## src/rtl/seg_scan_ctrl.sv

```systemverilog
// seg_scan_ctrl
// Time-multiplexed scan controller for a 4-digit common-anode seven-segment
// display. One nibble at a time is presented to a shared hex decoder while the
// matching anode is pulled low; each digit slot is followed by an all-dark
// blanking gap to suppress ghosting. New display words arrive over a
// valid/ready handshake and are committed only at frame boundaries.
//
// Ports:
//   clk         rising-edge clock
//   rst_n       asynchronous active-low reset
//   load_valid  new display word offered
//   load_ready  pending buffer empty (transfer on load_valid & load_ready)
//   value       four hex digits, digit0 = value[3:0]
//   dp_in       per-digit decimal point, active-high
//   en_mask     per-digit enable, 0 keeps the digit dark
//   digit       nibble to the shared decoder
//   dp          decimal point of the current digit, active-high
//   an          anode selects, active-low, at most one low
//   frame_done  one-cycle pulse in the cycle SHOW(0) of a new frame begins
module seg_scan_ctrl #(
  parameter int unsigned DIV          = 1000,
  parameter int unsigned BLANK_CYCLES = 8,
  parameter bit          LZB          = 1'b1
) (
  input  logic        clk,
  input  logic        rst_n,
  input  logic        load_valid,
  output logic        load_ready,
  input  logic [15:0] value,
  input  logic [3:0]  dp_in,
  input  logic [3:0]  en_mask,
  output logic [3:0]  digit,
  output logic        dp,
  output logic [3:0]  an,
  output logic        frame_done
);

  localparam int unsigned CNT_MAX   = (DIV > BLANK_CYCLES) ? DIV : BLANK_CYCLES;
  localparam int unsigned CW        = (CNT_MAX > 1) ? $clog2(CNT_MAX) : 1;
  localparam bit          HAS_BLANK = (BLANK_CYCLES != 0);
  localparam logic [CW-1:0] DIV_LAST   = CW'(DIV - 32'd1);
  localparam logic [CW-1:0] BLANK_LAST = CW'((BLANK_CYCLES > 0) ? BLANK_CYCLES - 32'd1 : 32'd0);

  typedef enum logic [1:0] {
    ST_IDLE  = 2'd0,
    ST_SHOW  = 2'd1,
    ST_BLANK = 2'd2
  } state_e;

  typedef struct packed {
    logic [15:0] value;
    logic [3:0]  dp;
    logic [3:0]  en;
  } disp_t;

  // Which digits actually light: enabled, and (with LZB) not part of a run of
  // leading zeros. Digit0 is never suppressed by LZB.
  function automatic logic [3:0] lit_mask(input disp_t d, input logic lzb);
    logic [3:0] lit;
    lit[0] = d.en[0];
    lit[1] = d.en[1] & ~(lzb & (d.value[15:4]  == 12'h000));
    lit[2] = d.en[2] & ~(lzb & (d.value[15:8]  == 8'h00));
    lit[3] = d.en[3] & ~(lzb & (d.value[15:12] == 4'h0));
    return lit;
  endfunction

  function automatic logic [3:0] nibble_sel(input logic [15:0] v, input logic [1:0] i);
    logic [3:0] n;
    case (i)
      2'd0:    n = v[3:0];
      2'd1:    n = v[7:4];
      2'd2:    n = v[11:8];
      2'd3:    n = v[15:12];
      default: n = 4'h0;
    endcase
    return n;
  endfunction

  state_e        state_q, state_d;
  logic [1:0]    idx_q, idx_d;
  logic [CW-1:0] cnt_q, cnt_d;
  disp_t         active_q, active_d;
  disp_t         pending_q, pending_d;
  logic          pend_full_q, pend_full_d;
  logic          boundary_q, boundary_d;
  logic          load_ready_q, load_ready_d;
  logic [3:0]    an_q, an_d;
  logic [3:0]    digit_q, digit_d;
  logic          dp_q, dp_d;
  logic          frame_done_q, frame_done_d;

  logic          xfer;
  logic          advance;
  disp_t         in_word;
  logic [3:0]    lit;

  assign xfer    = load_valid & ~pend_full_q;
  assign in_word = '{value: value, dp: dp_in, en: en_mask};
  assign lit     = lit_mask(active_q, LZB);

  // Scan sequencing, frame-boundary commit and load buffering.
  always_comb begin
    state_d     = state_q;
    idx_d       = idx_q;
    cnt_d       = cnt_q;
    active_d    = active_q;
    pending_d   = pending_q;
    pend_full_d = pend_full_q;
    boundary_d  = 1'b0;
    advance     = 1'b0;

    case (state_q)
      ST_IDLE: begin
        if (xfer) begin
          // The first word bypasses pending and starts the scan at once.
          active_d = in_word;
          state_d  = ST_SHOW;
          idx_d    = 2'd0;
          cnt_d    = '0;
        end else begin
          state_d = ST_IDLE;
        end
      end
      ST_SHOW: begin
        if (cnt_q == DIV_LAST) begin
          cnt_d = '0;
          if (HAS_BLANK) begin
            state_d = ST_BLANK;
          end else begin
            advance = 1'b1;
          end
        end else begin
          cnt_d = cnt_q + CW'(1);
        end
      end
      ST_BLANK: begin
        if (cnt_q == BLANK_LAST) begin
          cnt_d   = '0;
          advance = 1'b1;
        end else begin
          cnt_d = cnt_q + CW'(1);
        end
      end
      default: begin
        state_d = ST_IDLE;
        idx_d   = 2'd0;
        cnt_d   = '0;
      end
    endcase

    if (advance) begin
      state_d = ST_SHOW;
      idx_d   = idx_q + 2'd1;
      if (idx_q == 2'd3) begin
        // Wrap to digit0: frame boundary, commit any pending word.
        boundary_d = 1'b1;
        if (pend_full_q) begin
          active_d    = pending_q;
          pend_full_d = 1'b0;
        end else begin
          active_d = active_q;
        end
      end else begin
        boundary_d = 1'b0;
      end
    end else begin
      boundary_d = 1'b0;
    end

    // A transfer while scanning parks in pending; it cannot collide with the
    // commit above because xfer requires pend_full_q to be clear.
    if (xfer && (state_q == ST_SHOW || state_q == ST_BLANK)) begin
      pending_d   = in_word;
      pend_full_d = 1'b1;
    end else begin
      pending_d = pending_d;
    end

    load_ready_d = ~pend_full_d;
  end

  // Output stage: drives the display from the current slot, one cycle behind
  // the sequencer so every output comes straight from a flop.
  always_comb begin
    an_d         = 4'hF;
    dp_d         = 1'b0;
    digit_d      = digit_q;
    frame_done_d = boundary_q;
    if (state_q == ST_SHOW) begin
      digit_d = nibble_sel(active_q.value, idx_q);
      if (lit[idx_q]) begin
        an_d = ~(4'b0001 << idx_q);
        dp_d = active_q.dp[idx_q];
      end else begin
        an_d = 4'hF;
        dp_d = 1'b0;
      end
    end else begin
      digit_d = digit_q;
    end
  end

  // State, buffers and registered outputs.
  always_ff @(posedge clk or negedge rst_n) begin
    if (!rst_n) begin
      state_q      <= ST_IDLE;
      idx_q        <= 2'd0;
      cnt_q        <= '0;
      active_q     <= '0;
      pending_q    <= '0;
      pend_full_q  <= 1'b0;
      boundary_q   <= 1'b0;
      load_ready_q <= 1'b1;
      an_q         <= 4'hF;
      digit_q      <= 4'h0;
      dp_q         <= 1'b0;
      frame_done_q <= 1'b0;
    end else begin
      state_q      <= state_d;
      idx_q        <= idx_d;
      cnt_q        <= cnt_d;
      active_q     <= active_d;
      pending_q    <= pending_d;
      pend_full_q  <= pend_full_d;
      boundary_q   <= boundary_d;
      load_ready_q <= load_ready_d;
      an_q         <= an_d;
      digit_q      <= digit_d;
      dp_q         <= dp_d;
      frame_done_q <= frame_done_d;
    end
  end

  assign load_ready = load_ready_q;
  assign an         = an_q;
  assign digit      = digit_q;
  assign dp         = dp_q;
  assign frame_done = frame_done_q;

endmodule

```

## config.mk

```make
export PLATFORM = sky130hd
export DESIGN_NAME = seg_scan_ctrl
export DESIGN_NICKNAME = d
export VERILOG_FILES = /design/src/rtl/seg_scan_ctrl.sv
export SDC_FILE = /design/constraint.sdc
export NUM_CORES = 1
export LEC_CHECK = 0
export ABC_AREA = 1
export BUFFER_PORTS_ARGS = -buffer_cell sky130_fd_sc_hd__buf_4
export CAP_MARGIN = 20
export CORE_MARGIN = 4
export CORE_UTILIZATION = 35
export CTS_BUF_LIST = sky130_fd_sc_hd__clkbuf_16
export CTS_CLUSTER_DIAMETER = 60
export DETAILED_ROUTE_END_ITERATION = 6
export SYNTH_ARGS = -nofsm -noshare
export SYNTH_HDL_FRONTEND = slang
export SYNTH_SLANG_ARGS = --single-unit
```

## constraint.sdc

```tcl
create_clock -name clk -period 1.69 [get_ports clk]
set_input_delay 0.169 -clock clk [delete_from_list [all_inputs] [get_ports clk]]
set_output_delay 0.169 -clock clk [all_outputs]
set_load 0.03 [all_outputs]
```

# ---- After elaboration in Yosys (flattened, before gate mapping)
# Index checks and enable logic that the tools add are counted.
dict set report classes {
  mux 32
  addsub 2
  eq_ne 13
  bitwise_logic 10
  magnitude_cmp 1
  n_reduce_logical 10
  shift 1
}
# op n
set ops {}
lappend ops {{two-way mux 24 bit} 5}
lappend ops {{two-way mux 10 bit} 3}
lappend ops {{case mux 10 bit (3 select lines)} 1}
lappend ops {{case mux 4 bit (4 select lines)} 1}
lappend ops {{logical NOT 12 bit} 1}
lappend ops {{two-way mux 1 bit} 12}
lappend ops {{adder 10 x 1 -> 10 bit (second input constant)} 1}
lappend ops {{equality test 10 bit (second input constant)} 1}
lappend ops {{equality test 10 x 3 -> 1 bit (second input constant)} 1}
lappend ops {{inequality test 3 bit (second input constant)} 3}
lappend ops {{logical NOT 8 bit} 1}
lappend ops {{two-way mux 2 bit} 4}
lappend ops {{two-way mux 4 bit} 2}
lappend ops {{equality test 2 bit (second input constant)} 3}
lappend ops {{case mux 2 bit (3 select lines)} 1}
lappend ops {{NOT 1 bit} 5}
lappend ops {{AND 1 bit} 4}
lappend ops {{binary-select mux 1 bit (select 2 bit)} 2}
lappend ops {{equality test 2 x 1 -> 1 bit (second input constant)} 2}
lappend ops {{logical NOT 2 bit} 2}
lappend ops {{logical NOT 4 bit} 1}
lappend ops {{inequality test 2 bit (second input constant)} 2}
lappend ops {{NOT 4 bit} 1}
lappend ops {{case mux 2 bit (2 select lines)} 1}
lappend ops {{8 further kinds} 9}
dict set report totals {
  regBits 75
  wordCells 85
  input_bits 27
  output_inout_bits 11
}

# ---- Longest topological paths before layout
# Gate-level depths: netlist of the first run.
dict set report depth {
  word_depth 7
  mapped_depth 10
  mapped_depth_nobuf 9
}

# ---- Worst setup path after synthesis of the first run
# OpenSTA, ideal clock, no wires.
dict set report synth_path {
  kind {register -> register}
  startpoint {register state_q[0]}
  endpoint {register cnt_q[3]}
  setup_slack_ps 145
  t_arrival_ps 1467
  path_stages_with_launch 10
  path_buffers 3
  t_required_ps 1613
  period_less_slack_ps 1545
  setup_ps 77
  cell_sequence {dfrtp_1 > inv_1 > ha_1 > clkbuf_1 > o21ai_0 > buf_2 > buf_2 > nand2_1 > nand2_1 > a21oi_1}
}
dict set report synth_between {
  elab_chain_cells 2
  word_cells_on_any_way 5
  classes_between {3 x eq/ne; 1 x mux; 1 x reduce/logical}
}
# item line_no
set synth_lines {}
lappend synth_lines {{start, declared} 79} ;# state_e state_q, state_d;
lappend synth_lines {{start signal, assigned} 219} ;# state_q <= state_d;
lappend synth_lines {{equality test 2 bit (tied with other cells)} 112} ;# case (state_q)
lappend synth_lines {{case mux 10 bit (3 select lines) / inequality test 2 bit (equally long branches)} -}
lappend synth_lines {{end signal, assigned} 221} ;# cnt_q <= cnt_d;
lappend synth_lines {{end, declared} 81} ;# logic [CW-1:0] cnt_q, cnt_d;
# Parallel ways exist; a longest one is shown, timed or not.
# A chain may end at the register's enable or synchronous reset.

# ---- Final worst setup path of the first run
dict set report layout_path {
  startpoint {register state_q[0]}
  endpoint {register pending_q[17] (netlist bit)}
}
dict set report layout_between {
  elab_chain_cells 3
  word_cells_on_any_way 4
  classes_between {2 x eq/ne; 2 x reduce/logical}
}
# item line_no
set layout_lines {}
lappend layout_lines {{equality test 2 x 1 -> 1 bit / equality test 2 bit (equally long branches)} 172} ;# if (xfer && (state_q == ST_SHOW || state_q == ST_BLANK)) begin
lappend layout_lines {{logical OR 1 bit *} 172}
lappend layout_lines {{logical AND 1 bit *} 172}
lappend layout_lines {{end signal, assigned} 223} ;# pending_q <= pending_d;
lappend layout_lines {{end, declared} 83} ;# disp_t pending_q, pending_d;
# Mark *: on every way between the ends. The rest lies on a longest branch, timed or not.

==> flow_metrics.py, run 1 <==
metrics = {
    "status": {
        "status": "completed",
    },
    "layout": {
        "drive_gt1_frac": 0.207,
        "utilization": 0.450,
        "layout.nets": 588,
        "diodes": 0,
        "area_delta_synth_final_pct": 23.4,
    },
    "timing": {
        "timing.setup.tns_ps": 0,
        "finalSetupViolations": 0,
        "slew_viol_final": 0,
        "skew_ps": 7.24,
        "period_minus_slack_ps": 1580,
        "max_freq_mhz": 632,
        "hold_viol_final": 0,
        "max_slew_margin": 0.794,
        "tightest_slew_ps": 309,
        "fin_crit_sh": 0.936,
        "layout_setup_ws_ps": 109,
    },
    "run": {
        "max_cap_violations": 0,
    },
    "yosys": {
        "synth_area_mm2": 0.00402,
        "ys_top_cells_by_area": "dfrtp_1 44%, nand2_1 17%, nand3_1 12%",
        "ys_seq_area_frac": 0.469,
        "syn-num-nets": 540,
        "yosysUniqueCellTypes": 27,
        "ys_ff_latch": 75,
        "syn_avg_cell_area_um2": 7.97,
        "syn_inst": 504,
        "synth_top_area_share": 0.436,
        "yosysTopAreaCell": "dfrtp_1",
        "yosysWarnings": 0,
    },
    "critical_path": {
        "rrSetupSlack_ps": 110,
        "r2r_end": "pending_q[17]",
        "critPathKind": "flip-flop to flip-flop",
        "rr_worst_depth": 5,
        "r2r-start": "state_q[0]",
        "setup.worst_path.end_class": "flip-flop",
        "critPathRequiredTime_ps": 1910,
        "crit_arrival_ps": 1800,
        "cp_max_fo": 7,
        "startpoint_type": "flip-flop",
    },
    "place": {
        "portBuffers": 37,
        "hpwl_mm": 6.87,
        "gp_congestion": 0.816,
        "post-place-ws_ps": 30.9,
    },
    "pwr": {
        "power_leakage_nw": 2.43,
        "pwr_density_cell_mw_per_mm2": 796,
        "vdd_drop_max_v": 0.000790,
    },
    "route": {
        "drcViolationCount": 0,
        "route.detailed.wl_per_inst_um": 14.0,
        "num_vias": 3465,
        "routed_via_density": 4.98,
        "drtIter0Drc": 213,
        "routed_wl_mm": 9.73,
        "ant_nets": 0,
        "firstDrtPassIters": 4,
    },
    "floorplan": {
        "die_area_mm2": 0.0133,
        "dieWidth_um": 115,
        "dieHeight_um": 115,
        "rows": 38,
        "start_util": 0.364,
        "fp.coreArea_mm2": 0.0110,
        "io_pins": 38,
    },
    "global_route": {
        "grt_pass1_vias": 3455,
        "grt_max_degree": 50,
        "grt_antenna_before_repair": 0,
        "grt_use_total": 0.157,
        "grt_pass1_wl_mm": 16.8,
        "grt_overflow": 0,
    },
    "clock_tree": {
        "h-tree-depth": 3,
        "cts-root-buf": "clkbuf_16",
        "cts_tree": "built",
        "clock_path_buffers": 2,
        "cts.clk_slew.worst_paths_ps": 60,
        "cts_setup_buffers": 0,
        "cts_made_buffers": 9,
        "insertion_delay_ps": 340,
        "clock_sinks": 75,
    },
    "min_path": {
        "hold_depth": 2,
        "worstHoldEndpoint": "pending_q[2]",
        "hold_class": "input pin to flip-flop",
        "min-delay-start": "en_mask[2]",
    },
}
-- worst max-delay path by stage --
stage,to,cells past startpoint,slack [ps],startpoint
2_1_floorplan,cnt_q[3],9,150,state_q[0]
3_3_place_gp,cnt_q[0],7,80,state_q[0]
3_5_place_dp,cnt_q[0],7,30,state_q[0]
4_1_cts,cnt_q[0],7,20,state_q[0]
5_1_grt,cnt_q[0],7,-3,state_q[0]
6_report,pending_q[17],5,110,state_q[0]
-- timing repair --
| item | in CTS | in global routing |
|---|---|---|
| hold buffers | 1 | 0 |
| hold endpoints to repair | 18 | 0 |
| gates resized for setup | 0 | 7 |
| setup endpoints to repair | 0 | 37 |
-- where the power goes --
group | total, mW | internal (mW) | switching [mW]
clock | 2.05 | 1.29 | 0.758
combinational | 0.103 | 0.0479 | 0.0550
sequential | 1.80 | 1.80 | 0
total | 3.95 | 3.13 | 0.813
-- logic make-up (layout without fill, tap and decap cells) --
kind of cell / Yosys count / count (layout) / share of synthesized area
compound gates: 30 / 30 / 0.0414
xor+xnor: 4 / 4 / 0.00872
fa+ha+maj: 9 / 9 / 0.0280
buf+inv: 47 / 99 / 0.0511
flops: 75 / 75 / 0.469
mux: 24 / 24 / 0.0672
simple gates: 315 / 315 / 0.335
-- cells in the mapped netlist --
library cell  number
o21ai_0           10
nand3_1           95
nand2_2            1
inv_2              1
or2_2              1
buf_2             11
mux2_2            24
a21boi_0           1
a31oi_1            4
o22ai_1            1
nand4_4            1
nor2_2             1
nor3b_1            1
nand3_2            1
nor2_4             1
dfrtp_1           70
dfstp_2            5
nand2_1          181
buf_6              2
o21bai_1           3
a21oi_1           11
xor2_1             4
ha_1               9
inv_1             21
nor4_1             1
clkbuf_1          12
nor2_1            31
-- state kept, by name, summed over array words and instances, names as in the netlist --
signal       count
dp               1
an               4
boundary_q       1
frame_done       1
active_q        24
cnt_q           10
state_q          2
digit            4
idx_q            2
pend_full_q      1
load_ready       1
pending_q       24
-- metrics by stage --
step / cells / hold slack (ps) / instance area (µm²) / total power [mW]
finish: 696 / 73.3 / 4960 / 3.95
global route: 696 / 68.6 / 4960 / 4.09
CTS: 695 / 65.0 / 4910 / 4.00
detailed placement: 679 / 86.7 / 4580 / 1.93
global placement: 679 / 83.9 / 4580 / 1.93
floorplan: 504 / -127 / 4020 / 1.83
-- final cells by class --
class	count	area (µm²)
clock buffer	9	225
inverter	22	85.1
fill	1094	6070
sequential	75	1880
multi-input combinational	382	1950
tap	140	175
timing repair buffer	62	548
clock inverter	6	90.1
-- worst max-delay path, cell delays in order, from the launching register on --
cell and delay (ps):
dfrtp_1 370, inv_1 70, ha_1 360, nand2_2 130, buf_4 180, mux2_2 340
-- layer usage --
layer / track usage / wire [µm] / vias up
met5: 0 / 0 / -
met4: 0.0430 / 116 / 0
met3: 0.0405 / 607 / 9
met2: 0.243 / 4330 / 82
met1: 0.220 / 4670 / 1635
li1: - / - / 1739
-- cells in the final DEF (no fill, tap or decap), types with 5 or more instances in the layout --
cell         n
nand2_1    180
nand3_1     95
dfrtp_1     70
buf_4       55
nor2_1      31
mux2_2      24
inv_1       21
a21oi_1     11
clkbuf_16   10
o21ai_0      8
ha_1         8
dfstp_2      5
buf_12       5
Power figures use the tool's default switching activity.
==> run 2: changes to the inputs <==
--- a/config.mk
+++ b/config.mk
@@ -5,7 +5,6 @@
 export SDC_FILE = /design/constraint.sdc
 export NUM_CORES = 1
 export LEC_CHECK = 0
-export ABC_AREA = 1
 export BUFFER_PORTS_ARGS = -buffer_cell sky130_fd_sc_hd__buf_4
 export CAP_MARGIN = 20
 export CORE_MARGIN = 4
==> run 2 against run 1 <==
  * The flow now finishes with violations (negative setup slack)
  * Largest power group unchanged
  * Maximum frequency fell by 18%
  * Non-clock buffer count up 26
  * Critical endpoint is now active_q[20]
  * Sequential cell count unchanged
  * Core utilization is 4.4 points higher
  * Global-route usage decreased by 0.30 points
  * Design area down 3.2%
  * Via count fell by 27%
  * Synthesized cell count is 45% lower
  * Clock-buffer cell count did not move
==> flow_metrics.py, run 2 <==
metrics = {
    "clock_tree": {
        "clock_sinks": 75,
        "h-tree-depth": 3,
        "cts-root-buf": "clkbuf_16",
        "cts.clk_slew.worst_paths_ps": 60,
        "insertion_delay_ps": 330,
        "cts_tree": "built",
        "cts_made_buffers": 9,
        "clock_path_buffers": 2,
    },
    "route": {
        "routed_wl_mm": 8.48,
        "drtIter0Drc": 112,
        "routed_via_density": 5.00,
        "ant_nets": 0,
        "num_vias": 2516,
        "firstDrtPassIters": 7,
        "route.detailed.wl_per_inst_um": 16.9,
        "drcViolationCount": 0,
    },
    "pwr": {
        "vdd_drop_max_v": 0.000697,
        "clkPwrFrac": 0.524,
        "pwr_density_cell_mw_per_mm2": 829,
        "internal_power_mw": 3.14,
        "power_leakage_nw": 2.51,
        "seq_power_share": 0.451,
        "netSwitchingFraction": 0.210,
        "comb_power_share": 0.025,
        "p_switching_mw": 0.834,
    },
    "yosys": {
        "synth_edf_count": 0,
        "synthArstFlopShare": 1.00,
        "ys_top_cells_by_area": "dfrtp_1 50%, mux2_2 9.0%, a21o_1 6.0%",
        "yosysTopAreaCell": "dfrtp_1",
        "syn_avg_cell_area_um2": 12.6,
        "synth_area_mm2": 0.00349,
        "ys_ff_latch": 75,
        "yosysUniqueCellTypes": 48,
        "ys_seq_area_frac": 0.539,
        "synth_ff_type": "dfrtp_1",
        "yosysMostFrequentCell": "dfrtp_1",
        "yosysWarnings": 0,
        "syn_inst": 278,
        "ys_top_cells_by_count": "70 x dfrtp_1, 28 x a21o_1, 28 x mux2_2, 22 x nand2_1, 20 x a22o_1",
        "syn-num-nets": 314,
        "synth_top_area_share": 0.502,
    },
    "timing": {
        "skew_ps": 5.90,
        "hold_viol_final": 0,
        "finalSetupViolations": 59,
        "rsz0062_at_grt": "true",
        "fin_crit_sh": 1.14,
        "holdWs_ps": 75.2,
        "period_minus_slack_ps": 1930,
        "layout_setup_ws_ps": -237,
        "tightest_slew_ps": 411,
        "max_slew_margin": 0.726,
        "slew_viol_final": 0,
        "timing.setup.tns_ps": -6770,
        "max_freq_mhz": 519,
    },
    "global_route": {
        "grt_antenna_before_repair": 0,
        "grt_pass1_wl_mm": 13.7,
        "grt_pass1_vias": 2672,
        "grt_overflow": 0,
        "grt_use_total": 0.154,
        "grt_max_degree": 49,
    },
    "critical_path": {
        "setup.worst_path.end_class": "flip-flop",
        "crit_arrival_ps": 2150,
        "rr_worst_depth": 7,
        "critPathKind": "flip-flop to flip-flop",
        "critPathRequiredTime_ps": 1910,
        "cp_max_fo": 12,
        "startpoint_type": "flip-flop",
    },
    "layout": {
        "diodes": 0,
        "area_delta_synth_final_pct": 37.5,
        "fillCellCount": 893,
        "reg_top3": "active_q (24), pending_q (24), cnt_q (10)",
        "layout.nets": 401,
        "layout_common_cells": "78 x buf_4, 68 x dfrtp_1, 28 x a21o_1, 28 x mux2_2, 20 x a22o_1",
        "drive_gt1_frac": 0.457,
        "layout_commonest_cell": "buf_4",
    },
    "min_path": {
        "hold_depth": 2,
        "hold_class": "input pin to flip-flop",
    },
    "status": {
        "violations": "negative setup slack",
        "status": "finished with violations",
    },
    "floorplan": {
        "fp.coreArea_mm2": 0.00973,
        "dieWidth_um": 108,
        "io_pins": 38,
        "rows": 36,
        "dieHeight_um": 108,
        "start_util": 0.359,
        "die_area_mm2": 0.0116,
    },
    "run": {
        "max_cap_violations": 0,
    },
    "place": {
        "gp_congestion": 0.796,
        "hpwl_mm": 5.54,
        "portBuffers": 37,
    },
}
run 2: metrics by stage:
step | setup WS (ps) | utilization | instances | area [µm²] | power [mW]
floorplan | -250 | - | 278 | 3500 | 1.83
global placement | -191 | 0.435 | 481 | 4240 | 1.93
detailed placement | -236 | 0.435 | 481 | 4240 | 1.93
CTS | -204 | 0.481 | 501 | 4680 | 4.01
global route | -281 | 0.493 | 503 | 4800 | 4.10
finish | -237 | 0.493 | 503 | 4800 | 3.98
run 2: kinds of logic (layout without fill, tap and decap cells):
family,Yosys count,count (layout),share of synthesized area
xor gates and xnor gates,5,5,0.0125
AOI/OAI and AO/OA,80,80,0.180
and+or+nand+nor,61,61,0.100
adders and majority gates,9,9,0.0323
buffers and inverters,17,109,0.0333
DFF,75,75,0.539
muxes,31,31,0.103
run 2: area by class of cell:
class	count	area [µm²]	share of cell area
clock inverter	7	98.8	0.0206
multi-input combinational	186	1630	0.339
timing repair buffer	88	776	0.162
sequential	75	1890	0.393
clock buffer	9	225	0.0469
inverter	5	18.8	0.00391
tap	133	166	0.0347
run 2: final timing paths:
path                                 to  slack [ps]        from
min in group asynchronous      cnt_q[2]         310       rst_n
max in group asynchronous    load_ready         730       rst_n
hold / removal             pending_q[9]          80    value[1]
setup reg to reg           active_q[20]        -240    cnt_q[0]
hold reg to reg              frame_done         350  boundary_q
setup / recovery           active_q[20]        -240    cnt_q[0]
run 2: critical path: stages, from the launching register on:
cell and delay, ps:
dfrtp_1 360, ha_2 180, and4bb_4 260, and4b_2 300, a21oi_4 130, clkbuf_16 200, a22o_1 230, a21o_1 150
run 2: power groups by stage:
stage	registers, mW	logic (mW)	clock network [mW]
2_1_floorplan	1.83	0.00166	0
3_3_place_gp	1.83	0.0994	0
3_5_place_dp	1.83	0.101	0
4_1_cts	1.80	0.103	2.12
5_1_grt	1.79	0.112	2.19
6_report	1.80	0.0992	2.08
run 2: layer usage:
| layer | GRT usage | share of wire | vias to the layer above |
|---|---|---|---|
| met3 | 0.0372 | 0.034 | 13 |
| met1 | 0.195 | 0.45 | 1254 |
| met4 | 0.0559 | 0.019 | 0 |
| met5 | 0 | 0 | - |
| met2 | 0.257 | 0.49 | 42 |
| li1 | - | - | 1207 |
run 2: timing repair:
item,CTS,global route
pin swaps,8,34
setup buffers,2,2
hold buffers,1,0
endpoints found under the hold margin,23,0
resized for setup,19,15
setup endpoints to repair,56,70
cloned,1,2
